==> src/rtl/multicycle_controller.sv <==
// -----------------------------------------------------------------------------
// multicycle_controller
//
// FSM control unit for the multi-cycle RV32I core. Each instruction walks
// FETCH -> DECODE -> EXEC -> [MEM] -> WB over one shared memory port using a
// mem_req/mem_ready handshake. Illegal encodings and memory timeouts divert
// to TRAP, which redirects the PC to the trap vector.
//
// Ports
//   clk, rst_n       clock (rising edge), asynchronous active-low reset
//   inst             memory read data, loaded into IR on a fetch handshake
//   mem_ready        memory completes the current request this cycle
//   BrEq, BrLt       branch comparator results
//   mem_req          memory request
//   MemRW            1 = read, 0 = write
//   IorD             address select: 0 = PC, 1 = ALU result
//   IRWrite, PCWrite IR / PC load strobes
//   PCSel            0 = PC+4, 1 = ALU, 2 = trap vector
//   RegWEn, BrUn,
//   ASel, BSel       datapath controls, single-cycle core encodings
//   WBSel            0 = mem, 1 = ALU, 2 = PC+4, 3 = imm
//   ImmSel           0 = S, 1 = I, 2 = B, 3 = J, 4 = U
//   ALUSel           ADD 0 .. AND 9
//   trap             one-cycle trap pulse
//   trap_cause       0 = illegal instruction, 1 = memory timeout (held)
//   ir               instruction register
//   instret          retired-instruction counter (wraps)
// -----------------------------------------------------------------------------
module multicycle_controller #(
    parameter int nbit        = 32,
    parameter int MEM_TIMEOUT = 16,
    parameter int CNT_W       = 32
) (
    input  logic             clk,
    input  logic             rst_n,
    input  logic [nbit-1:0]  inst,
    input  logic             mem_ready,
    input  logic             BrEq,
    input  logic             BrLt,
    output logic             mem_req,
    output logic             MemRW,
    output logic             IorD,
    output logic             IRWrite,
    output logic             PCWrite,
    output logic [1:0]       PCSel,
    output logic             RegWEn,
    output logic             BrUn,
    output logic             ASel,
    output logic             BSel,
    output logic [1:0]       WBSel,
    output logic [2:0]       ImmSel,
    output logic [3:0]       ALUSel,
    output logic             trap,
    output logic [1:0]       trap_cause,
    output logic [nbit-1:0]  ir,
    output logic [CNT_W-1:0] instret
);

    localparam logic [6:0] OPC_LUI    = 7'b0110111;
    localparam logic [6:0] OPC_AUIPC  = 7'b0010111;
    localparam logic [6:0] OPC_JAL    = 7'b1101111;
    localparam logic [6:0] OPC_JALR   = 7'b1100111;
    localparam logic [6:0] OPC_BRANCH = 7'b1100011;
    localparam logic [6:0] OPC_LOAD   = 7'b0000011;
    localparam logic [6:0] OPC_STORE  = 7'b0100011;
    localparam logic [6:0] OPC_OPIMM  = 7'b0010011;
    localparam logic [6:0] OPC_OP     = 7'b0110011;

    localparam logic [2:0] IMM_S = 3'd0, IMM_I = 3'd1, IMM_B = 3'd2,
                           IMM_J = 3'd3, IMM_U = 3'd4;
    localparam logic [1:0] WB_MEM = 2'd0, WB_ALU = 2'd1, WB_PC4 = 2'd2, WB_IMM = 2'd3;
    localparam logic [1:0] PC_PLUS4 = 2'd0, PC_ALU = 2'd1, PC_TRAP = 2'd2;
    localparam logic [1:0] CAUSE_ILLEGAL = 2'd0, CAUSE_TIMEOUT = 2'd1;

    typedef enum logic [2:0] {
        S_FETCH, S_DECODE, S_EXEC, S_MEM, S_WB, S_TRAP
    } state_t;

    typedef enum logic [3:0] {
        ALU_ADD = 4'd0, ALU_SUB = 4'd1, ALU_SLL = 4'd2, ALU_SLT = 4'd3,
        ALU_SLTU = 4'd4, ALU_XOR = 4'd5, ALU_SRL = 4'd6, ALU_SRA = 4'd7,
        ALU_OR = 4'd8, ALU_AND = 4'd9
    } alu_t;

    // The wait counter only needs to reach MEM_TIMEOUT-1; the wait cycle that
    // would bring it to MEM_TIMEOUT is the one that traps.
    localparam int              TMO_W    = (MEM_TIMEOUT > 1) ? $clog2(MEM_TIMEOUT) : 1;
    localparam bit              TMO_EN   = (MEM_TIMEOUT > 0);
    localparam logic [TMO_W-1:0] TMO_LAST = TMO_W'((MEM_TIMEOUT > 0) ? MEM_TIMEOUT - 1 : 0);

    state_t           state_q;
    logic [nbit-1:0]  ir_q;
    logic [CNT_W-1:0] instret_q;
    logic [1:0]       trap_cause_q;
    logic [TMO_W-1:0] tmo_q;

    logic [6:0] opcode;
    logic [2:0] funct3;
    logic [6:0] funct7;

    assign opcode = ir_q[6:0];
    assign funct3 = ir_q[14:12];
    assign funct7 = ir_q[31:25];

    // -------------------------------------------------------------------------
    // Instruction decode from IR (stable from DECODE until the next fetch)
    // -------------------------------------------------------------------------
    function automatic alu_t alu_from_funct3(input logic [2:0] f3, input logic alt);
        case (f3)
            3'b000:  return alt ? ALU_SUB : ALU_ADD;
            3'b001:  return ALU_SLL;
            3'b010:  return ALU_SLT;
            3'b011:  return ALU_SLTU;
            3'b100:  return ALU_XOR;
            3'b101:  return alt ? ALU_SRA : ALU_SRL;
            3'b110:  return ALU_OR;
            default: return ALU_AND;
        endcase
    endfunction

    logic       dec_legal, dec_mem, dec_store, dec_branch, dec_jump;
    logic       dec_brun, dec_asel, dec_bsel;
    logic [1:0] dec_wbsel;
    logic [2:0] dec_immsel;
    alu_t       dec_alu;
    logic       br_taken;

    // NOTE: every combinational output gets a default before the case so no
    // path leaves it unassigned, which would otherwise infer a latch.
    always_comb begin
        dec_legal  = 1'b0;
        dec_mem    = 1'b0;
        dec_store  = 1'b0;
        dec_branch = 1'b0;
        dec_jump   = 1'b0;
        dec_brun   = 1'b0;
        dec_asel   = 1'b0;
        dec_bsel   = 1'b0;
        dec_wbsel  = WB_ALU;
        dec_immsel = IMM_S;
        dec_alu    = ALU_ADD;
        case (opcode)
            OPC_LUI: begin
                dec_legal  = 1'b1;
                dec_immsel = IMM_U;
                dec_bsel   = 1'b1;
                dec_wbsel  = WB_IMM;
            end
            OPC_AUIPC: begin
                dec_legal  = 1'b1;
                dec_immsel = IMM_U;
                dec_asel   = 1'b1;
                dec_bsel   = 1'b1;
            end
            OPC_JAL: begin
                dec_legal  = 1'b1;
                dec_jump   = 1'b1;
                dec_immsel = IMM_J;
                dec_asel   = 1'b1;
                dec_bsel   = 1'b1;
                dec_wbsel  = WB_PC4;
            end
            OPC_JALR: begin
                dec_legal  = (funct3 == 3'b000);
                dec_jump   = 1'b1;
                dec_immsel = IMM_I;
                dec_bsel   = 1'b1;
                dec_wbsel  = WB_PC4;
            end
            OPC_BRANCH: begin
                dec_legal  = (funct3 != 3'b010) && (funct3 != 3'b011);
                dec_branch = 1'b1;
                dec_brun   = funct3[2] & funct3[1];  // BLTU / BGEU
                dec_immsel = IMM_B;
                dec_asel   = 1'b1;
                dec_bsel   = 1'b1;
            end
            OPC_LOAD: begin
                dec_legal  = !((funct3 == 3'b011) || (funct3 == 3'b110) || (funct3 == 3'b111));
                dec_mem    = 1'b1;
                dec_immsel = IMM_I;
                dec_bsel   = 1'b1;
                dec_wbsel  = WB_MEM;
            end
            OPC_STORE: begin
                dec_legal  = (funct3 <= 3'b010);
                dec_mem    = 1'b1;
                dec_store  = 1'b1;
                dec_immsel = IMM_S;
                dec_bsel   = 1'b1;
            end
            OPC_OPIMM: begin
                case (funct3)
                    3'b001:  dec_legal = (funct7 == 7'h00);
                    3'b101:  dec_legal = (funct7 == 7'h00) || (funct7 == 7'h20);
                    default: dec_legal = 1'b1;
                endcase
                dec_immsel = IMM_I;
                dec_bsel   = 1'b1;
                // Bit 30 selects SRAI only; for ADDI it is part of the immediate.
                dec_alu    = alu_from_funct3(funct3, (funct3 == 3'b101) & funct7[5]);
            end
            OPC_OP: begin
                dec_legal = (funct7 == 7'h00) ||
                            ((funct7 == 7'h20) && ((funct3 == 3'b000) || (funct3 == 3'b101)));
                dec_alu   = alu_from_funct3(funct3, funct7[5]);
            end
            default: ;
        endcase
    end

    // funct3[2] picks the less-than comparator, funct3[0] inverts the sense.
    assign br_taken = funct3[0] ^ (funct3[2] ? BrLt : BrEq);

    // -------------------------------------------------------------------------
    // State, IR, retire counter, trap cause and memory wait counter
    // -------------------------------------------------------------------------
    logic tmo_hit;
    assign tmo_hit = TMO_EN && (tmo_q == TMO_LAST);

    // NOTE: sequential state uses non-blocking assignments so every register
    // samples pre-edge values regardless of statement order.
    always_ff @(posedge clk or negedge rst_n) begin
        if (!rst_n) begin
            state_q      <= S_FETCH;
            ir_q         <= nbit'(32'h0000_0013);
            instret_q    <= '0;
            trap_cause_q <= CAUSE_ILLEGAL;
            tmo_q        <= '0;
        end else begin
            case (state_q)
                S_FETCH, S_MEM: begin
                    if (mem_ready) begin
                        tmo_q <= '0;
                        if (state_q == S_FETCH) begin
                            ir_q    <= inst;
                            state_q <= S_DECODE;
                        end else begin
                            state_q <= S_WB;
                        end
                    end else if (tmo_hit) begin
                        tmo_q        <= '0;
                        trap_cause_q <= CAUSE_TIMEOUT;
                        state_q      <= S_TRAP;
                    end else if (TMO_EN) begin
                        tmo_q <= tmo_q + 1'b1;
                    end
                end
                S_DECODE: begin
                    if (dec_legal) begin
                        state_q <= S_EXEC;
                    end else begin
                        trap_cause_q <= CAUSE_ILLEGAL;
                        state_q      <= S_TRAP;
                    end
                end
                S_EXEC:  state_q <= dec_mem ? S_MEM : S_WB;
                S_WB: begin
                    instret_q <= instret_q + 1'b1;
                    state_q   <= S_FETCH;
                end
                S_TRAP:  state_q <= S_FETCH;
                default: state_q <= S_FETCH;
            endcase
        end
    end

    // -------------------------------------------------------------------------
    // Outputs: decoded from state and IR. Gating with rst_n makes the strobes
    // drop the moment reset asserts rather than at the next edge.
    // -------------------------------------------------------------------------
    always_comb begin
        mem_req = 1'b0;
        MemRW   = 1'b1;
        IorD    = 1'b0;
        IRWrite = 1'b0;
        PCWrite = 1'b0;
        PCSel   = PC_PLUS4;
        RegWEn  = 1'b0;
        BrUn    = 1'b0;
        ASel    = 1'b0;
        BSel    = 1'b0;
        WBSel   = WB_MEM;
        ImmSel  = IMM_S;
        ALUSel  = ALU_ADD;
        trap    = 1'b0;
        if (rst_n) begin
            if (state_q inside {S_EXEC, S_MEM, S_WB}) begin
                BrUn   = dec_brun;
                ASel   = dec_asel;
                BSel   = dec_bsel;
                WBSel  = dec_wbsel;
                ImmSel = dec_immsel;
                ALUSel = dec_alu;
            end
            case (state_q)
                S_FETCH: begin
                    mem_req = 1'b1;
                    IRWrite = mem_ready;
                end
                S_MEM: begin
                    mem_req = 1'b1;
                    IorD    = 1'b1;
                    MemRW   = !dec_store;
                end
                S_WB: begin
                    PCWrite = 1'b1;
                    RegWEn  = !(dec_branch || dec_store);
                    PCSel   = (dec_jump || (dec_branch && br_taken)) ? PC_ALU : PC_PLUS4;
                end
                S_TRAP: begin
                    trap    = 1'b1;
                    PCWrite = 1'b1;
                    PCSel   = PC_TRAP;
                end
                default: ;
            endcase
        end
    end

    assign ir         = ir_q;
    assign instret    = instret_q;
    assign trap_cause = trap_cause_q;

endmodule
==> config.mk <==
export PLATFORM = sky130hd
export DESIGN_NAME = multicycle_controller
export DESIGN_NICKNAME = d
export VERILOG_FILES = /design/src/rtl/multicycle_controller.sv
export SDC_FILE = /design/constraint.sdc
export NUM_CORES = 1
export LEC_CHECK = 0
export ABC_AREA = 0
export BUFFER_PORTS_ARGS = -buffer_cell sky130_fd_sc_hd__buf_2
export CELL_PAD_IN_SITES_DETAIL_PLACEMENT = 0
export CELL_PAD_IN_SITES_GLOBAL_PLACEMENT = 1
export CORE_MARGIN = 2
export CORE_UTILIZATION = 34
export DETAILED_ROUTE_END_ITERATION = 16
export GPL_TIMING_DRIVEN = 0
export PLACE_DENSITY = 0.82
export SLEW_MARGIN = 20
export SYNTH_ARGS = -nofsm -noshare
export SYNTH_HDL_FRONTEND = slang
export SYNTH_SLANG_ARGS = --single-unit
==> constraint.sdc <==
create_clock -name clk -period 1.85 [get_ports clk]
set_clock_uncertainty 0.05 [all_clocks]
set_input_delay 0.0925 -clock clk [delete_from_list [all_inputs] [get_ports clk]]
set_output_delay 0.0925 -clock clk [all_outputs]
set_load 0.03 [all_outputs]
==> flow_summary_export.csv, run 1 <==
group,metric,value,unit
power_and_ir_drop,ir_drop,514,uV
synth,yosysMostFrequentCell,"dfrtp_1",
synth,synth_edf_count,0,
power_and_ir_drop,p_clk_frac,0.149,
sta,slew_headroom,0.618,
worst_setup_path,end_kind,"primary output",
finish,nFillCells,868,
finish,antenna_cells,0,
worst_setup_path,cp_max_fo,5,
place,port_buffers,122,
floorplan,core_area,10200,um2
clock_tree,clock_latency,350,ps
worst_setup_path,start_kind,"register",
finish,nNetsFinal,569,
worst_setup_path,crit_required,1710,ps
synth,synthArstFlopShare,1.00,
synth,synth.distinct_cells,54,
detailed_routing,routed_wire_length_per_instance,16.1,um
clock_tree,cts_buffers,9,
synth,synth_nets,360,
sta,finalHoldViolCount,0,
grt,grt_start_max_net_pins,42,
worst_setup_path,cp_data_arrival_time,1930,ps
power_and_ir_drop,report.power.total,8280,uW
finish,area_growth,67.3,%
floorplan,pin_count,124,
power_and_ir_drop,p_sw_frac,0.437,
grt,grt_usage,0.178,
floorplan,std_cell_rows,37,
detailed_routing,first_iter_violations,130,
floorplan,die-area,11300,um2
sta,layout_setup_ws,-223,ps
sta,finalCritPeriodShare,1.12,
place,gp_congestion,0.866,
run_status,violations,"setup timing",
synth,yosys.area.top_type_share,0.485,
synth,synth-seq-cells,72,
finish,drive_gt1_frac,0.561,
synth,seq_area_frac_synth,0.507,
synth,synth_ff_type,"dfrtp_1",
synth,synthCells,321,
place,pre_cts_ws,-236,ps
clock_tree,cts.sinks,72,
sta,tightestPinTransition,571,ps
detailed_routing,vias_per_cell,5.02,
clock_tree,cts_root_buffer,"clkbuf_8",
sta,fmax,0.482,GHz
clock_tree,clk_pin_slew,70,ps
clock_tree,htree_levels,3,
power_and_ir_drop,intPower,4670,uW
detailed_routing,num_vias,3371,
synth,yosys_warnings,0,
detailed_routing,route.detailed.drc,0,
finish,fin_util,0.582,
hold_path,hold_path.class,"input pin to asynchronous set/reset pin",
power_and_ir_drop,p_leak,0.00288,uW
clock_tree,clockBufferDepth,2,
floorplan,die_w,106,um
sta,rsz0062_at_grt,"yes",
run,max_cap_viol_count,0,
worst_setup_path,r2r_cells,5,
synth,synth_top_cell_by_area,"dfrtp_1",
worst_setup_path,critical_path_class,"register to primary output",
sta,report.final.slew_viol_count,0,
grt,grt_pass1_vias,3345,
floorplan,die_h,106,um
grt,antenna_found_initial,0,
synth,syn_avg_cell_area,11.1,um2
power_and_ir_drop,seqPwrFrac,0.320,
place,dp_hpwl,6500,um
grt,overflow,0,
synth,synth_area_leaders,"dfrtp_1, mux2_2, xnor2_1, nand2_1, dfstp_2",
power_and_ir_drop,power.density,1390,nW/um2
sta,setup_viol_count_final,27,
detailed_routing,drtAntennaViolNets,0,
sta,period_needed,2070,ps
floorplan,initial_core_util,0.348,
clock_tree,cts_tree,"built",
grt,grt_pass1_wl,16000,um
run_status,status,"finished, violations left",
detailed_routing,wirelength,10800,um
power_and_ir_drop,switching_power,3620,uW
synth,netlist_top_cells_count,"dfrtp_1, nand2_1, mux2_2",
detailed_routing,drtPass1Iterations,4,
synth,syn_area,3560,um2
power_and_ir_drop,combPwrFrac,0.531,
path summary, 6_finish.rpt:
check	to	startpoint	slack, ps
max	ALUSel[0]	ir[1]	-220
min reg2reg	instret[31]	instret[31]	430
max in group asynchronous	instret[8]	rst_n	650
min	ir[16]	rst_n	380
min in group clk	instret[31]	instret[31]	430
max reg2reg	state_q[0]	ir[1]	-160
worst max-delay path, cell delays in order, from the launching register on:
cell and delay (ps):
dfstp_2 570, and4bb_2 300, nand2_4 80, o21bai_1 160, a221oi_2 80, nor4_2 180
buf_4 210
per-layer routing:
metal  routed length (um)  GRT usage  part of all wire
met1                 4350      0.214              0.40
met2                 5580      0.304              0.52
met3                  514     0.0392             0.048
met4                  331     0.0808             0.031
met5                    0          0                 0
registers in the layout, summed over array words and instances, names as in the netlist:
name	flops
trap_cause	1
ir	32
state_q	3
instret	32
tmo_q	4
power by group through the flow:
| stage | Combinational, uW | Clock (uW) | Sequential [uW] |
|---|---|---|---|
| 3_5_place_dp | 3260 | 0 | 2610 |
| 2_1_floorplan | 1540 | 0 | 3350 |
| 5_1_grt | 4670 | 1350 | 2720 |
| 6_report | 4400 | 1230 | 2650 |
| 3_3_place_gp | 3200 | 0 | 2570 |
| 4_1_cts | 3740 | 1260 | 2610 |
kinds of logic after synthesis:
| logic type | after synthesis | synth area share |
|---|---|---|
| buf+inv | 17 | 0.0239 |
| mux | 32 | 0.101 |
| fa+ha+maj | 2 | 0.00703 |
| flops | 72 | 0.507 |
| compound gates | 36 | 0.0622 |
| other cells | 1 | 0.00105 |
| simple gates | 128 | 0.217 |
| xor+xnor | 33 | 0.0812 |
final cells by class:
| class | instances | area (um2) | share of cell area |
|---|---|---|---|
| Inverter | 6 | 22.5 | 0.00378 |
| Tap cell | 136 | 170 | 0.0286 |
| Clock inverter | 7 | 72.6 | 0.0122 |
| Sequential cell | 72 | 1820 | 0.306 |
| Clock buffer | 9 | 124 | 0.0208 |
| Multi-Input combinational cell | 232 | 2110 | 0.355 |
| Buffer | 8 | 95.1 | 0.0160 |
| Timing Repair Buffer | 201 | 1540 | 0.259 |
metrics by stage:
| step | hold WS [ps] | cells | cell area (um2) | setup TNS, ps |
|---|---|---|---|---|
| floorplan | -253 | 321 | 3650 | -926 |
| finish | 378 | 671 | 5960 | -2390 |
| CTS | 379 | 658 | 5450 | -2000 |
| detailed placement | 17.3 | 580 | 4470 | -7210 |
| global placement | 250 | 579 | 4440 | -17000 |
| global route | 391 | 671 | 5960 | -6590 |
cells in the final DEF, fill, tap and decap left out, drive strengths merged, types with 2 or more instances in the layout:
cell type / synthesis / final
nand3: 16 / 16
and4: 5 / 5
dfrtp: 69 / 69
nor4: 11 / 11
and3: 5 / 5
nand4: 9 / 9
dfstp: 3 / 3
clkinv: 0 / 4
xnor2: 25 / 25
and2: 6 / 6
o21ai: 12 / 12
nand2b: 3 / 3
buf: 5 / 170
clkinvlp: 0 / 2
inv: 6 / 6
a211oi: 2 / 2
mux2i: 2 / 2
mux2: 30 / 30
xor2: 8 / 8
nand2: 32 / 32
a31oi: 5 / 5
nor2: 18 / 18
a21oi: 8 / 8
nor3b: 2 / 2
dlygate4sd3: 0 / 35
a21o: 2 / 2
clkbuf: 6 / 13
nor3: 8 / 8
ha: 2 / 2
nor2b: 5 / 5
what timing repair did:
action	CTS	global route
buffers inserted	25	14
pin swaps	15	22
hold buffers	38	0
setup endpoints to repair	65	68
endpoints found under the hold margin	64	0
cloned	0	2
resized for setup	57	96
Note: power is estimated with default switching activity, not from simulation.
==> run 2: changes to the inputs <==
SKIP_CTS_REPAIR_TIMING = 1   (was default)
TNS_END_PERCENT = 20   (was default)
==> flow_summary_export.csv, run 2 (synthesis gave the netlist of run 1 again) <==
group,metric,value,unit
run_status,status,"finished, violations left",
run_status,violations,"hold timing, setup timing",
power_and_ir_drop,ir_drop,673,uV
finish,antenna_cells,0,
floorplan,std_cell_rows,37,
place,dp_hpwl,6320,um
detailed_routing,drtAntennaViolNets,0,
sta,rsz0062_at_grt,"yes",
sta,hold_slack,-54.8,ps
finish,seq_area,1810,um2
place,port_buffers,122,
sta,finalCritPeriodShare,1.12,
detailed_routing,routed_wire_length_per_instance,13.9,um
floorplan,pin_count,124,
power_and_ir_drop,power.density,1430,nW/um2
clock_tree,cts_root_buffer,"clkbuf_8",
finish,multiInputGateArea,1850,um2
power_and_ir_drop,p_sw_frac,0.426,
detailed_routing,wirelength,9310,um
detailed_routing,route.detailed.drc,0,
grt,overflow,0,
power_and_ir_drop,intPower,4530,uW
clock_tree,clockBufferDepth,2,
finish,nFillCells,898,
grt,busiest_layer,"met2",
grt,grt_start_max_net_pins,59,
grt,grtUsageMet3,0.0331,
floorplan,die_h,106,um
worst_setup_path,cp_max_fo,6,
sta,finalHoldViolCount,50,
floorplan,initial_core_util,0.348,
detailed_routing,first_iter_violations,123,
worst_setup_path,start_kind,"register",
sta,report.final.slew_viol_count,0,
sta,slew_headroom,0.401,
finish,mostFrequentLayoutCells,"buf_2, dfrtp_1, buf_4, dlygate4sd3_1, mux2_2",
clock_tree,clk_pin_slew,90,ps
worst_setup_path,crit_required,1710,ps
worst_setup_path,cp_data_arrival_time,1920,ps
finish,final_common_cell,"buf_2",
hold_path,hold_path.class,"input pin to asynchronous set/reset pin",
floorplan,die_w,106,um
grt,grt_usage,0.153,
worst_setup_path,end_kind,"primary output",
sta,fmax,0.485,GHz
floorplan,die-area,11300,um2
power_and_ir_drop,p_leak,0.00264,uW
clock_tree,cts_tree,"built",
power_and_ir_drop,combPwrFrac,0.492,
clock_tree,cts.sinks,72,
finish,area_growth,55.6,%
power_and_ir_drop,report.power.total,7890,uW
detailed_routing,num_vias,3173,
sta,setup_viol_count_final,25,
power_and_ir_drop,p_clk_frac,0.179,
place,gp_congestion,0.896,
power_and_ir_drop,switching_power,3370,uW
grt,grt_pass1_wl,13900,um
power_and_ir_drop,seqPwrFrac,0.329,
grt,gr-usage-met2,0.253,
sta,tightestPinTransition,896,ps
grt,antenna_found_initial,0,
clock_tree,cts_buffers,9,
run,max_cap_viol_count,0,
detailed_routing,vias_per_cell,4.75,
finish,nNetsFinal,566,
finish,drive_gt1_frac,0.492,
grt,grt_pass1_vias,2829,
clock_tree,clock_latency,350,ps
detailed_routing,drtPass1Iterations,4,
sta,period_needed,2060,ps
grt,use_met1,0.199,
sta,layout_setup_ws,-214,ps
clock_tree,htree_levels,3,
floorplan,core_area,10200,um2
worst_setup_path,critical_path_class,"register to primary output",
==> run 2: cell types whose count changed in the layout (fill, tap and decap cells not counted), moves of 4 or more <==
| cell | previous run | this run |
|---|---|---|
| and2_4 | 5 | 1 |
| dfrtp_1 | 57 | 65 |
| mux2_4 | 21 | 0 |
| dfrtp_2 | 12 | 4 |
| and2_1 | 1 | 5 |
| nor2_1 | 12 | 17 |
| buf_4 | 30 | 45 |
| mux2_2 | 9 | 28 |
| buf_6 | 30 | 7 |
| buf_2 | 103 | 108 |
==> run 2: layout make-up <==
cell class | instances | share of cell area
inverter | 6 | 0.00407
clock buffer | 10 | 0.0249
tap | 136 | 0.0307
multi-input combinational | 232 | 0.334
sequential | 72 | 0.327
clock inverter | 6 | 0.0165
timing repair buffer | 196 | 0.248
buffer | 10 | 0.0149
==> run 2: critical path: stages, from the launching register on <==
cell and delay (ps):
dfstp_2 570, and4bb_2 300, nand2_4 90, o21bai_1 150, a221oi_2 80, nor4_2 180, buf_4 210
==> run 2: path summary, 6_finish.rpt <==
check	from	end	slack (ps)	cells past startpoint
hold / removal	rst_n	ir[26]	-50	5
hold reg to reg	instret[31]	instret[31]	430	1
max in group asynchronous	rst_n	ir[12]	500	5
min in group clk	instret[31]	instret[31]	430	1
setup / recovery	ir[1]	ALUSel[0]	-210	6
setup reg to reg	ir[4]	state_q[0]	-130	6
==> run 2: through the flow <==
stage	worst slack, ps	cell area [um2]	TNS (ps)	util	cells
final	-214	5540	-2100	0.541	668
after global placement	-727	4390	-17870	0.429	579
after CTS	-573	4650	-15410	0.455	596
after global routing	-309	5540	-5590	0.541	668
after detailed placement	-348	4420	-10040	0.432	580
after floorplan	-207	3610	-2040	-	321
==> run 2: per-layer routing <==
layer / part of all wire / up-vias
li1: - / 1557
met1: 0.45 / 1522
met2: 0.49 / 84
met3: 0.052 / 10
met4: 0.013 / 0
met5: 0 / -
==> run 2: power by group through the flow <==
stage | sequential (uW) | combinational, uW | clock, uW
after detailed placement | 2590 | 3260 | 0
after global routing | 2670 | 4150 | 1540
final | 2600 | 3880 | 1410
after CTS | 2560 | 3270 | 1450
after global placement | 2560 | 3200 | 0
after floorplan | 3350 | 1540 | 0
